## config.mk

```make
export PLATFORM = sky130hd
export DESIGN_NAME = conv2_sched
export DESIGN_NICKNAME = d
export VERILOG_FILES = /design/src/rtl/conv2_pkg.sv /design/src/rtl/conv2_addr_gen.sv /design/src/rtl/conv2_sched.sv
export SDC_FILE = /design/constraint.sdc
export NUM_CORES = 1
export LEC_CHECK = 0
export ABC_CLOCK_PERIOD_IN_PS = 10100
export BUFFER_PORTS_ARGS = -buffer_cell sky130_fd_sc_hd__buf_4
export CAP_MARGIN = 25
export CORE_MARGIN = 3
export CORE_UTILIZATION = 45
export DETAILED_ROUTE_END_ITERATION = 6
export GPL_TIMING_DRIVEN = 0
export PLACE_DENSITY = 0.74
export SLEW_MARGIN = 20
export SYNTH_ARGS = -nofsm -noshare
export SYNTH_HDL_FRONTEND = slang
export SYNTH_SLANG_ARGS = --single-unit
```

## constraint.sdc

```tcl
create_clock -name clk -period 10.1 [get_ports clk]
set_input_delay 1.515 -clock clk [delete_from_list [all_inputs] [get_ports clk]]
set_output_delay 1.515 -clock clk [all_outputs]
set_load 0.02 [all_outputs]
```

## src/rtl/conv2_pkg.sv

```systemverilog
// Shared state encoding and geometry helpers for the conv2 layer scheduler.
package conv2_pkg;

  // Pass sequencing states.
  typedef enum logic [1:0] {
    ST_IDLE   = 2'd0,
    ST_RUN    = 2'd1,
    ST_COMMIT = 2'd2,
    ST_DONE   = 2'd3
  } state_e;

  // Default square kernel size and its tap count.
  localparam int CONV2_K    = 5;
  localparam int CONV2_TAPS = CONV2_K * CONV2_K;

  // Width of the tap index port (holds 1..TAPS).
  localparam int TAP_W = 5;

  // Output-map extent of a valid (unpadded) convolution along one axis.
  function automatic int out_dim(input int img, input int k);
    return img - k + 1;
  endfunction

  // Number of taps in a k x k window.
  function automatic int taps_of(input int k);
    return k * k;
  endfunction

endpackage

```

## src/rtl/conv2_addr_gen.sv

```systemverilog
// Address generation: input-map pixel address for the current tap and
// output-map address for the current window.
module conv2_addr_gen
  import conv2_pkg::*;
#(
  parameter int IMG_W  = 14,
  parameter int K      = CONV2_K,
  parameter int ADDR_W = 8,
  parameter int KW     = 3
) (
  input  logic [ADDR_W-1:0] row_i,
  input  logic [ADDR_W-1:0] col_i,
  input  logic [KW-1:0]     ky_i,
  input  logic [KW-1:0]     kx_i,
  output logic [ADDR_W-1:0] pix_addr_o,
  output logic [ADDR_W-1:0] out_addr_o
);

  localparam int OUT_W = out_dim(IMG_W, K);

  // Row-major addresses, evaluated modulo 2**ADDR_W (the geometry never wraps).
  always_comb begin
    pix_addr_o = (row_i + ADDR_W'(ky_i)) * ADDR_W'(IMG_W) + col_i + ADDR_W'(kx_i);
    out_addr_o = row_i * ADDR_W'(OUT_W) + col_i;
  end

endmodule

```

## src/rtl/conv2_sched.sv

```systemverilog
// Conv2 layer scheduler: walks every output window and every kernel tap,
// driving weight fetch, MAC control and output commit strobes.
module conv2_sched
  import conv2_pkg::*;
#(
  parameter int IMG_W  = 14,
  parameter int IMG_H  = 14,
  parameter int K      = CONV2_K,
  parameter int ADDR_W = 8
) (
  input  logic              clk,
  input  logic              n_reset,
  input  logic              start,
  input  logic              ready,
  output logic              busy,
  output logic              done,
  output logic              w_en,
  output logic [TAP_W-1:0]  tap,
  output logic [ADDR_W-1:0] pix_addr,
  output logic              acc_clr,
  output logic              acc_last,
  output logic              out_valid,
  output logic [ADDR_W-1:0] out_addr
);

  localparam int OUT_W = out_dim(IMG_W, K);
  localparam int OUT_H = out_dim(IMG_H, K);
  localparam int KW    = (K > 1) ? $clog2(K) : 1;

  state_e            state_q;
  logic [ADDR_W-1:0] row_q;
  logic [ADDR_W-1:0] col_q;
  logic [KW-1:0]     ky_q;
  logic [KW-1:0]     kx_q;

  logic run_s;
  logic commit_s;
  logic kx_end_s;
  logic ky_end_s;
  logic col_end_s;
  logic row_end_s;

  assign run_s     = (state_q == ST_RUN);
  assign commit_s  = (state_q == ST_COMMIT);
  assign kx_end_s  = (kx_q == KW'(K - 1));
  assign ky_end_s  = (ky_q == KW'(K - 1));
  assign col_end_s = (col_q == ADDR_W'(OUT_W - 1));
  assign row_end_s = (row_q == ADDR_W'(OUT_H - 1));

  // Pass sequencer: state plus window/tap counters, all frozen while ready is low.
  always_ff @(posedge clk or negedge n_reset) begin
    if (!n_reset) begin
      state_q <= ST_IDLE;
      row_q   <= '0;
      col_q   <= '0;
      ky_q    <= '0;
      kx_q    <= '0;
    end else begin
      case (state_q)
        ST_IDLE: begin
          if (start) begin
            state_q <= ST_RUN;
            row_q   <= '0;
            col_q   <= '0;
            ky_q    <= '0;
            kx_q    <= '0;
          end
        end
        ST_RUN: begin
          if (ready) begin
            if (kx_end_s) begin
              kx_q <= '0;
              if (ky_end_s) begin
                // Last tap of the window: park the kernel counters for the next window.
                ky_q    <= '0;
                state_q <= ST_COMMIT;
              end else begin
                ky_q <= ky_q + KW'(1);
              end
            end else begin
              kx_q <= kx_q + KW'(1);
            end
          end
        end
        ST_COMMIT: begin
          if (ready) begin
            if (col_end_s) begin
              col_q <= '0;
              if (row_end_s) begin
                row_q   <= '0;
                state_q <= ST_DONE;
              end else begin
                row_q   <= row_q + ADDR_W'(1);
                state_q <= ST_RUN;
              end
            end else begin
              col_q   <= col_q + ADDR_W'(1);
              state_q <= ST_RUN;
            end
          end
        end
        ST_DONE: begin
          state_q <= ST_IDLE;
        end
        default: begin
          state_q <= ST_IDLE;
        end
      endcase
    end
  end

  // Strobes are decoded straight from state and ready so the ROM and MAC see them in the tap cycle.
  assign busy      = (state_q != ST_IDLE);
  assign done      = (state_q == ST_DONE);
  assign w_en      = run_s & ready;
  assign acc_clr   = run_s & ready & (ky_q == '0) & (kx_q == '0);
  assign acc_last  = run_s & ready & ky_end_s & kx_end_s;
  assign out_valid = commit_s & ready;
  assign tap       = run_s ? (TAP_W'(ky_q) * TAP_W'(K) + TAP_W'(kx_q) + TAP_W'(1)) : TAP_W'(0);

  conv2_addr_gen #(
    .IMG_W  (IMG_W),
    .K      (K),
    .ADDR_W (ADDR_W),
    .KW     (KW)
  ) u_addr_gen (
    .row_i      (row_q),
    .col_i      (col_q),
    .ky_i       (ky_q),
    .kx_i       (kx_q),
    .pix_addr_o (pix_addr),
    .out_addr_o (out_addr)
  );

endmodule

```

==> results of run 1 <==
[worst max path at each step]
stage | startpoint | endpoint | slack, ps
finish | row_q[0]$_DFFE_PN0P_ | pix_addr[7] | 4160
detailed placement | row_q[0]$_DFFE_PN0P_ | pix_addr[7] | 4440
floorplan | row_q[0]$_DFFE_PN0P_ | pix_addr[7] | 4720
global placement | row_q[0]$_DFFE_PN0P_ | pix_addr[7] | 4500
global route | row_q[0]$_DFFE_PN0P_ | pix_addr[7] | 3790
CTS | row_q[0]$_DFFE_PN0P_ | pix_addr[7] | 4120
[final cells by class]
type	instances	area [µm²]	area share, %
Buffer	6	46.3	1.48
Clock buffer	3	41.3	1.32
Clock inverter	1	30.0	0.958
Inverter	39	146	4.67
Multi-Input combinational cell	238	1950	62.4
Sequential cell	24	601	19.2
Tap cell	72	90.1	2.87
Timing Repair Buffer	30	225	7.19
[kinds of logic (layout without fill, tap and decap cells)]
kind of cell               Yosys count  after routing  share of synthesized area, %
muxes                                1              1                         0.364
and+or+nand+nor                     88             88                          16.5
buffers and inverters               45             79                          7.01
AOI/OAI and AO/OA                   53             53                          11.7
adders and majority gates           60             60                          30.6
DFF                                 24             24                          21.9
xor gates and xnor gates            36             36                          12.0
[per-stage QoR]
stage          util [%]  hold WS, ps  instance area (µm²)  std cells  worst slack [ps]
6_report           54.9          558                 3130        413              4160
2_1_floorplan         -          490                 2750        307              4720
3_3_place_gp       53.6          541                 3060        409              4500
4_1_cts            54.9          561                 3130        413              4120
5_1_grt            54.9          592                 3130        413              3790
3_5_place_dp       53.6          548                 3060        409              4440
[flip-flops by register name, indices dropped and copies added, names as in the netlist]
name,flops
kx_q,3
state_q,2
ky_q,3
col_q,8
row_q,8
[placed cells by master, fill, tap and decap left out, drive strengths merged, types with 3 or more instances in the layout]
cell	count
a21o	12
a21oi	17
and2	5
buf	35
clkbuf	4
dfrtp	24
fa	12
ha	48
inv	39
nand2	19
nand2b	3
nand3	10
nand4	6
nor2	22
nor2b	5
nor3	6
o21ai	17
or2	3
xnor2	28
xor2	7
[layer usage]
metal	routed length [µm]	GRT usage (%)	up-vias
met5	0	0	-
met4	72	4.68	0
met3	199	1.37	6
met2	2750	28.3	49
met1	2550	21.4	1016
li1	-	-	1104
==> results by group, run 1 <==
Outcome
  – Outcome: completed

Route
  – Vias per cell: 5.27
  – Routed WL per cell: 13.5 µm
  – Detailed-route DRC error count: 0
  – DRT Pass-1 Iters: 4
  – Routed Wire Length: 5570 µm
  – Detail Route Antenna Nets: 0
  – First DRT Iteration DRCs: 139
  – Via Count: 2175

STA
  – Peak Freq: 0.168 GHz
  – Setup_tns: 0 ps
  – Final setup viols: 0
  – Fin crit period: 5940 ps
  – Clk_skew: 2.03 ps
  – Slew Limit Fails: 0
  – Slew @ Worst Pin: 541 ps
  – Period utilization: 58.8%
  – RSZ-0062 raised after global routing: no
  – Final hold violation count: 0
  – Normalized max-slew margin: 63.9%

Synthesis
  – Post-synth EDFFs: 0
  – Yosys cell types: 41
  – Yosys reg bits: 24
  – Share of the synthesized area in the top cell type: 21.9%
  – Cell accounting for the most synthesized area: dfrtp_1
  – Register area share after synthesis: 21.9%
  – Most used DFF post-synth: dfrtp_1
  – Commonest cells post-synth: ha_1 (48), inv_1 (39), xnor2_1 (28), dfrtp_1 (24), nor2_1 (21)
  – Synthesis Warnings: 0
  – Post-Synthesis Cells: 307
  – Most instantiated library cell after synthesis: ha_1
  – Synthesized cell area: 2750 µm²
  – Mapped Nets: 371
  – Ys async rst share: 100%
  – Area contributors post-synth: dfrtp_1 (22%), ha_1 (22%), xnor2_1 (8.9%)
  – Synth Area per Inst: 8.95 µm²

Clock network
  – Worst-Skew Late Latency: 270 ps
  – CTS clock-pin slew for the worst setup and hold paths: 90 ps
  – Post-CTS sizing: 0
  – Clk sink count: 24
  – Post-CTS Hold Fix Bufs: 0
  – Setup Fix Bufs, Post-CTS: 0
  – Worst-case clock buffer depth: 2
  – CTS root buf: clkbuf_8
  – CTS tree: yes
  – Htree depth: 1
  – Inserted Clock Buffers: 3

Setup path
  – Reg2reg end: row_q[4]$_DFFE_PN0P_
  – Crit-path max FO: 8
  – Critical path depth: 17
  – RR Startpoint: row_q[1]$_DFFE_PN0P_
  – Worst setup SP type: register
  – Worst Setup End Kind: output pin
  – Crit path largest cell delay: 540 ps
  – Worst path slowest cell: fa_1
  – Most used cell, CP: ha_1
  – Worst path top cell family by delay: adder cells
  – Crit path arrival time: 4420 ps
  – Worst EP required: 8590 ps
  – Kind of critical path: reg -> out
  – Worst-path cell chain: ha_1 -> fa_1 -> xor2_1 -> inv_1 -> xnor2_1 -> ha_1 -> inv_1 -> fa_1 -> inv_1 -> ha_1 -> ha_1 -> o21ai_0 -> a21oi_1 -> o21a_1 -> nor2_1 -> xnor2_1 -> buf_4
  – CP bufs+invs: 4
  – Reg2Reg Depth: 7
  – Flop-to-flop setup slack: 7850 ps

Layout
  – Filler cells: 511
  – Share of cells above drive strength 1: 13.2%
  – # diodes: 0
  – Area growth syn-to-layout: 14.1%
  – Nets@finish: 406

Worst hold path
  – Worst Hold Endpoint: col_q[7]$_DFFE_PN0P_
  – Hold path start: col_q[7]$_DFFE_PN0P_
  – Worst hold stages: 1
  – HP Class: reg -> reg

Floorplanning
  – Die Ht: 84.1 µm
  – Starting density of the core: 48.1%
  – Die area: 7080 µm²
  – Placeable Area: 5710 µm²
  – Chip width: 84.1 µm
  – I/O pins: 31
  – Row cnt: 27

Place
  – Placer Congestion: 0.866
  – Port bufs: 30
  – Detailed Place HPWL: 4600 µm

Global routing
  – First-pass GRT wire length: 9490 µm
  – Gr ovfl total: 0
  – Initial antenna violation count: 0
  – GRT Total Usage: 16.2%
  – Vias in the first global route: 2084
  – Largest net degree at the start of global routing: 25

Job
  – Max cap viols: 0
Power of run 1 is not shown: default switching activity piles up to over one toggle a cycle in this logic, so the estimate is an artifact.
==> run 2, diff against run 1 <==
- ABC_CLOCK_PERIOD_IN_PS: 10100 -> 5500
- clock period: 10.1 -> 5.5 ns (I/O delays scaled with it)
==> results by group, run 2 (same netlist as run 1, synthesis figures left out) <==
STA
  – Final hold violation count: 0
  – Fin crit period: 5170 ps
  – Setup_tns: 0 ps
  – Slew Limit Fails: 0
  – Final setup viols: 0
  – Peak Freq: 0.194 GHz
  – Worst setup margin: 334 ps
  – RSZ-0062 raised after global routing: no
  – Clk_skew: 2.20 ps
  – Slew @ Worst Pin: 547 ps
  – Period utilization: 93.9%
  – Normalized max-slew margin: 63.5%

Floorplanning
  – Die Ht: 84.1 µm
  – I/O pins: 31
  – Die area: 7080 µm²
  – Row cnt: 27
  – Placeable Area: 5710 µm²
  – Starting density of the core: 48.1%
  – Chip width: 84.1 µm

Route
  – Routed WL per cell: 13.6 µm
  – First DRT Iteration DRCs: 126
  – Detail Route Antenna Nets: 0
  – Vias per cell: 5.28
  – Via Count: 2180
  – Detailed-route DRC error count: 0
  – DRT Pass-1 Iters: 4
  – Routed Wire Length: 5600 µm

Global routing
  – First-pass GRT wire length: 9490 µm
  – Vias in the first global route: 2084
  – Gr ovfl total: 0
  – Largest net degree at the start of global routing: 25
  – GRT Total Usage: 16.2%
  – Initial antenna violation count: 0

Clock network
  – Worst-case clock buffer depth: 2
  – Htree depth: 1
  – Clk sink count: 24
  – Worst-Skew Late Latency: 270 ps
  – CTS root buf: clkbuf_8
  – CTS clock-pin slew for the worst setup and hold paths: 90 ps
  – Post-CTS Hold Fix Bufs: 0
  – Inserted Clock Buffers: 3
  – CTS tree: yes

Setup path
  – Crit path arrival time: 4340 ps
  – Crit-path max FO: 8
  – Reg2Reg Depth: 7
  – Reg2reg end: row_q[4]$_DFFE_PN0P_
  – Worst setup SP type: register
  – RR Startpoint: row_q[1]$_DFFE_PN0P_
  – Flop-to-flop setup slack: 3230 ps
  – Worst EP required: 4680 ps
  – Kind of critical path: reg -> out
  – Worst Setup End Kind: output pin

Place
  – Detailed Place HPWL: 4600 µm
  – Place WS: 529 ps
  – Port bufs: 30
  – Placer Congestion: 0.866

Layout
  – Most frequent cells in the layout: ha_1 (48), inv_1 (39), buf_4 (32), xnor2_1 (28), dfrtp_1 (23)
  – Share of cells above drive strength 1: 13.8%
  – Largest regs: col_q: 8 flops, row_q: 8 flops
  – Nets@finish: 406
  – Area growth syn-to-layout: 14.4%
  – # diodes: 0
  – Commonest non-fill, non-tap cell in the layout: ha_1
  – Filler cells: 513

Outcome
  – Outcome: completed

Worst hold path
  – HP Class: in -> async

Job
  – Max cap viols: 0
## run 2: cell types whose count changed in the layout (fill, tap and decap cells not counted)
cell / delta
dfrtp_1: -1
xor2_1: -1
dfrtp_2: +1
xor2_2: +1
## run 2: stage by stage
step,area (µm²),hold WS [ps],util (%),std cells
floorplan,2750,490,-,307
global placement,3060,541,53.6,409
detailed placement,3060,548,53.6,409
CTS,3130,447,54.9,413
global route,3140,446,55.1,413
finish,3140,435,55.1,413
## run 2: critical path, cell delays in order (launching register included)
cell and delay (ps):
dfrtp_2 490, ha_1 260, fa_1 440, xor2_2 220, fa_1 520, ha_1 160, inv_1 60, fa_1 490
inv_1 40, ha_1 260, ha_1 330, o21ai_0 120, a21oi_1 120, o21a_1 180, nor2_1 110, xnor2_1 120
buf_4 150
## run 2: routing by layer
metal  global-route usage (%)  wire [µm]
met5                        0          0
met3                     1.37        192
met1                     21.4       2530
met2                     28.3       2800
met4                     4.68         73
## run 2: worst max-delay path by stage
stage / from / endpoint / slack [ps] / depth (start not counted)
6_report: row_q[0]$_DFFE_PN0P_ / pix_addr[7] / 330 / 16
5_1_grt: row_q[0]$_DFFE_PN0P_ / pix_addr[7] / 0.4 / 17
3_3_place_gp: row_q[0]$_DFFE_PN0P_ / pix_addr[7] / 590 / 17
2_1_floorplan: row_q[0]$_DFFE_PN0P_ / pix_addr[7] / 810 / 16
3_5_place_dp: row_q[0]$_DFFE_PN0P_ / pix_addr[7] / 530 / 17
4_1_cts: row_q[0]$_DFFE_PN0P_ / pix_addr[7] / 210 / 17
## run 2: final cells by class
class / count / area (µm²) / area share [%]
plain buffers: 6 / 46.3 / 1.47
flip-flops and latches: 24 / 602 / 19.1
repair buffers: 30 / 225 / 7.17
clock inverters: 1 / 30.0 / 0.955
multi-input cells: 238 / 1960 / 62.4
well taps: 72 / 90.1 / 2.87
clock buffers: 3 / 41.3 / 1.31
inverters: 39 / 146 / 4.66
## run 2: timing repair
item                                    in CTS  in global routing
endpoints found under the setup margin       0                  1
setup buffers                                0                  0
gates resized for setup                      0                  2
Power of run 2 is left out for the same reason.
==> run 3, diff against run 2 <==
- ABC_AREA: unset -> 1
==> results by group, run 3 <==
Layout
  – Non-Filler Instances: 510
  – Design Area, Final: 3470 µm²
  – Commonest non-fill, non-tap cell in the layout: nand2_1
  – Most frequent cells in the layout: nand2_1 (80), inv_1 (73), ha_1 (45), nand3_1 (34), buf_4 (34)
  – Final Util: 54.0%
  – # diodes: 0
  – Filler cells: 607
  – Share of cells above drive strength 1: 16.4%
  – Nets@finish: 498
  – Area growth syn-to-layout: 15.1%
  – Largest regs: col_q: 8 flops, row_q: 8 flops

Clock network
  – Worst-Skew Late Latency: 260 ps
  – Htree depth: 1
  – Clk sink count: 24
  – CTS tree: yes
  – Inserted Clock Buffers: 3
  – CTS root buf: clkbuf_8
  – Worst-case clock buffer depth: 2
  – CTS clock-pin slew for the worst setup and hold paths: 90 ps

Floorplanning
  – Die Ht: 87.9 µm
  – I/O pins: 31
  – Placeable Area: 6420 µm²
  – Row cnt: 29
  – Starting density of the core: 47.0%
  – Die area: 7720 µm²
  – Chip width: 87.9 µm

Synthesis
  – Post-Synthesis Cells: 396
  – Yosys cell types: 32
  – Most instantiated library cell after synthesis: nand2_1
  – Mapped Nets: 460
  – Most used DFF post-synth: dfrtp_1
  – Area contributors post-synth: dfrtp_1 (20%), ha_1 (20%), nand2_1 (10%)
  – Share of the synthesized area in the top cell type: 19.9%
  – Ys async rst share: 100%
  – Synthesized cell area: 3020 µm²
  – Commonest cells post-synth: nand2_1 (81), inv_1 (73), ha_1 (48), nand3_1 (34), dfrtp_1 (24)
  – Yosys reg bits: 24
  – Synth Area per Inst: 7.61 µm²
  – Synthesis Warnings: 0
  – Register area share after synthesis: 19.9%
  – Cell accounting for the most synthesized area: dfrtp_1
  – Post-synth EDFFs: 0

STA
  – RSZ-0062 raised after global routing: no
  – Final hold violation count: 0
  – Normalized max-slew margin: 75.8%
  – Peak Freq: 0.193 GHz
  – Worst setup margin: 320 ps
  – Fin crit period: 5180 ps
  – Setup_tns: 0 ps
  – Clk_skew: 2.19 ps
  – Final setup viols: 0
  – Slew @ Worst Pin: 362 ps
  – Slew Limit Fails: 0
  – Hold Slack: 448 ps
  – Period utilization: 94.2%

Route
  – Detail Route Antenna Nets: 0
  – Via Count: 2617
  – Routed WL per cell: 12.5 µm
  – Vias per cell: 5.13
  – Routed Wire Length: 6390 µm
  – DRT Pass-1 Iters: 4
  – First DRT Iteration DRCs: 82
  – Detailed-route DRC error count: 0

Setup path
  – Crit-path max FO: 7
  – Worst Setup End Kind: output pin
  – Kind of critical path: reg -> out
  – Crit path arrival time: 4350 ps
  – Worst setup SP type: register
  – Worst EP required: 4680 ps

Power and ir drop
  – Peak supply drop: 383 µV
  – PwrDens: 463 nW/µm²
  – Pleak: 1.97 nW
  – Total power: 1.61 mW

Global routing
  – Gr ovfl total: 0
  – Initial antenna violation count: 0
  – First-pass GRT wire length: 11200 µm
  – Vias in the first global route: 2578
  – Largest net degree at the start of global routing: 25
  – GRT Total Usage: 17.7%

Worst hold path
  – HP Class: in -> async

Place
  – Area after DPL: 3340 µm²
  – Place WS: 133 ps
  – Detailed Place HPWL: 5310 µm
  – Port bufs: 30
  – Placer Congestion: 0.851
  – Cells after DPL: 503

Outcome
  – Outcome: completed

Job
  – Max cap viols: 0
==> run 3: worst paths after layout <==
| path | from | end | slack (ps) | cells after the start |
|---|---|---|---|---|
| min reg2reg | row_q[7]$_DFFE_PN0P_ | row_q[7]$_DFFE_PN0P_ | 520 | 2 |
| max in group asynchronous | n_reset | ky_q[0]$_DFFE_PN0P_ | 4780 | 1 |
| min | n_reset | row_q[3]$_DFFE_PN0P_ | 450 | 1 |
| max reg2reg | col_q[1]$_DFFE_PN0P_ | row_q[1]$_DFFE_PN0P_ | 3790 | 8 |
| max | ky_q[2]$_DFFE_PN0P_ | pix_addr[7] | 320 | 23 |
| min in group clk | row_q[7]$_DFFE_PN0P_ | row_q[7]$_DFFE_PN0P_ | 520 | 2 |
==> run 3: area by class of cell <==
| class | instances | area, µm² | area share [%] |
|---|---|---|---|
| Multi-Input combinational cell | 293 | 2150 | 62.1 |
| Clock buffer | 4 | 55.1 | 1.59 |
| Buffer | 2 | 18.8 | 0.541 |
| Timing Repair Buffer | 33 | 248 | 7.14 |
| Sequential cell | 24 | 603 | 17.4 |
| Inverter | 77 | 294 | 8.47 |
| Tap cell | 77 | 96.3 | 2.78 |
==> run 3: timing repair <==
item | CTS | global route
cloned | 0 | 0
hold buffers | 0 | 0
setup endpoints to repair | 1 | 1
pin swaps | 0 | 1
gates resized for setup | 3 | 8
setup buffers | 0 | 3
==> run 3: critical path, stage by stage, from the launching register on <==
cell and delay, ps:
dfrtp_1 510, ha_2 500, nand3_1 100, nand3_1 140
xor2_2 260, fa_1 460, inv_1 110, ha_4 230
a21oi_2 130, nand2_1 70, xor2_1 140, ha_1 280
ha_1 340, nand2_1 70, inv_1 50, nand3_1 70
nand3_1 110, inv_1 80, nand2_1 50, nand2_1 90
inv_1 50, nand3_1 60, nand2_1 50, buf_4 150
==> run 3: cell families (layout without fill, tap and decap cells) <==
logic type | Yosys count | after routing | share of synthesized area (%)
flip-flops | 24 | 24 | 19.9
adder cells (fa/ha/maj) | 60 | 60 | 27.9
buffers and inverters | 79 | 116 | 10.4
multiplexers | 1 | 1 | 0.332
AO/OA/AOI/OAI | 45 | 45 | 8.63
AND/OR/NAND/NOR | 164 | 164 | 26.2
XOR/XNOR | 23 | 23 | 6.68
==> run 3: routing by layer <==
| layer | vias up | GRT usage [%] | routed length (µm) |
|---|---|---|---|
| met4 | 0 | 4.32 | 74 |
| met5 | - | 0 | 0 |
| li1 | 1349 | - | - |
| met3 | 8 | 1.03 | 176 |
| met2 | 33 | 32.1 | 3180 |
| met1 | 1227 | 22.8 | 2960 |
==> run 3: report_power, final <==
part / leakage [nW] / internal [mW] / switching [mW]
Combinational: 1.62 / 0.514 / 0.712
Sequential: 0.321 / 0.210 / 0.0498
Clock: 0.0288 / 0.0639 / 0.0580
Total: 1.97 / 0.788 / 0.820
(Power assumes the default switching activity.)
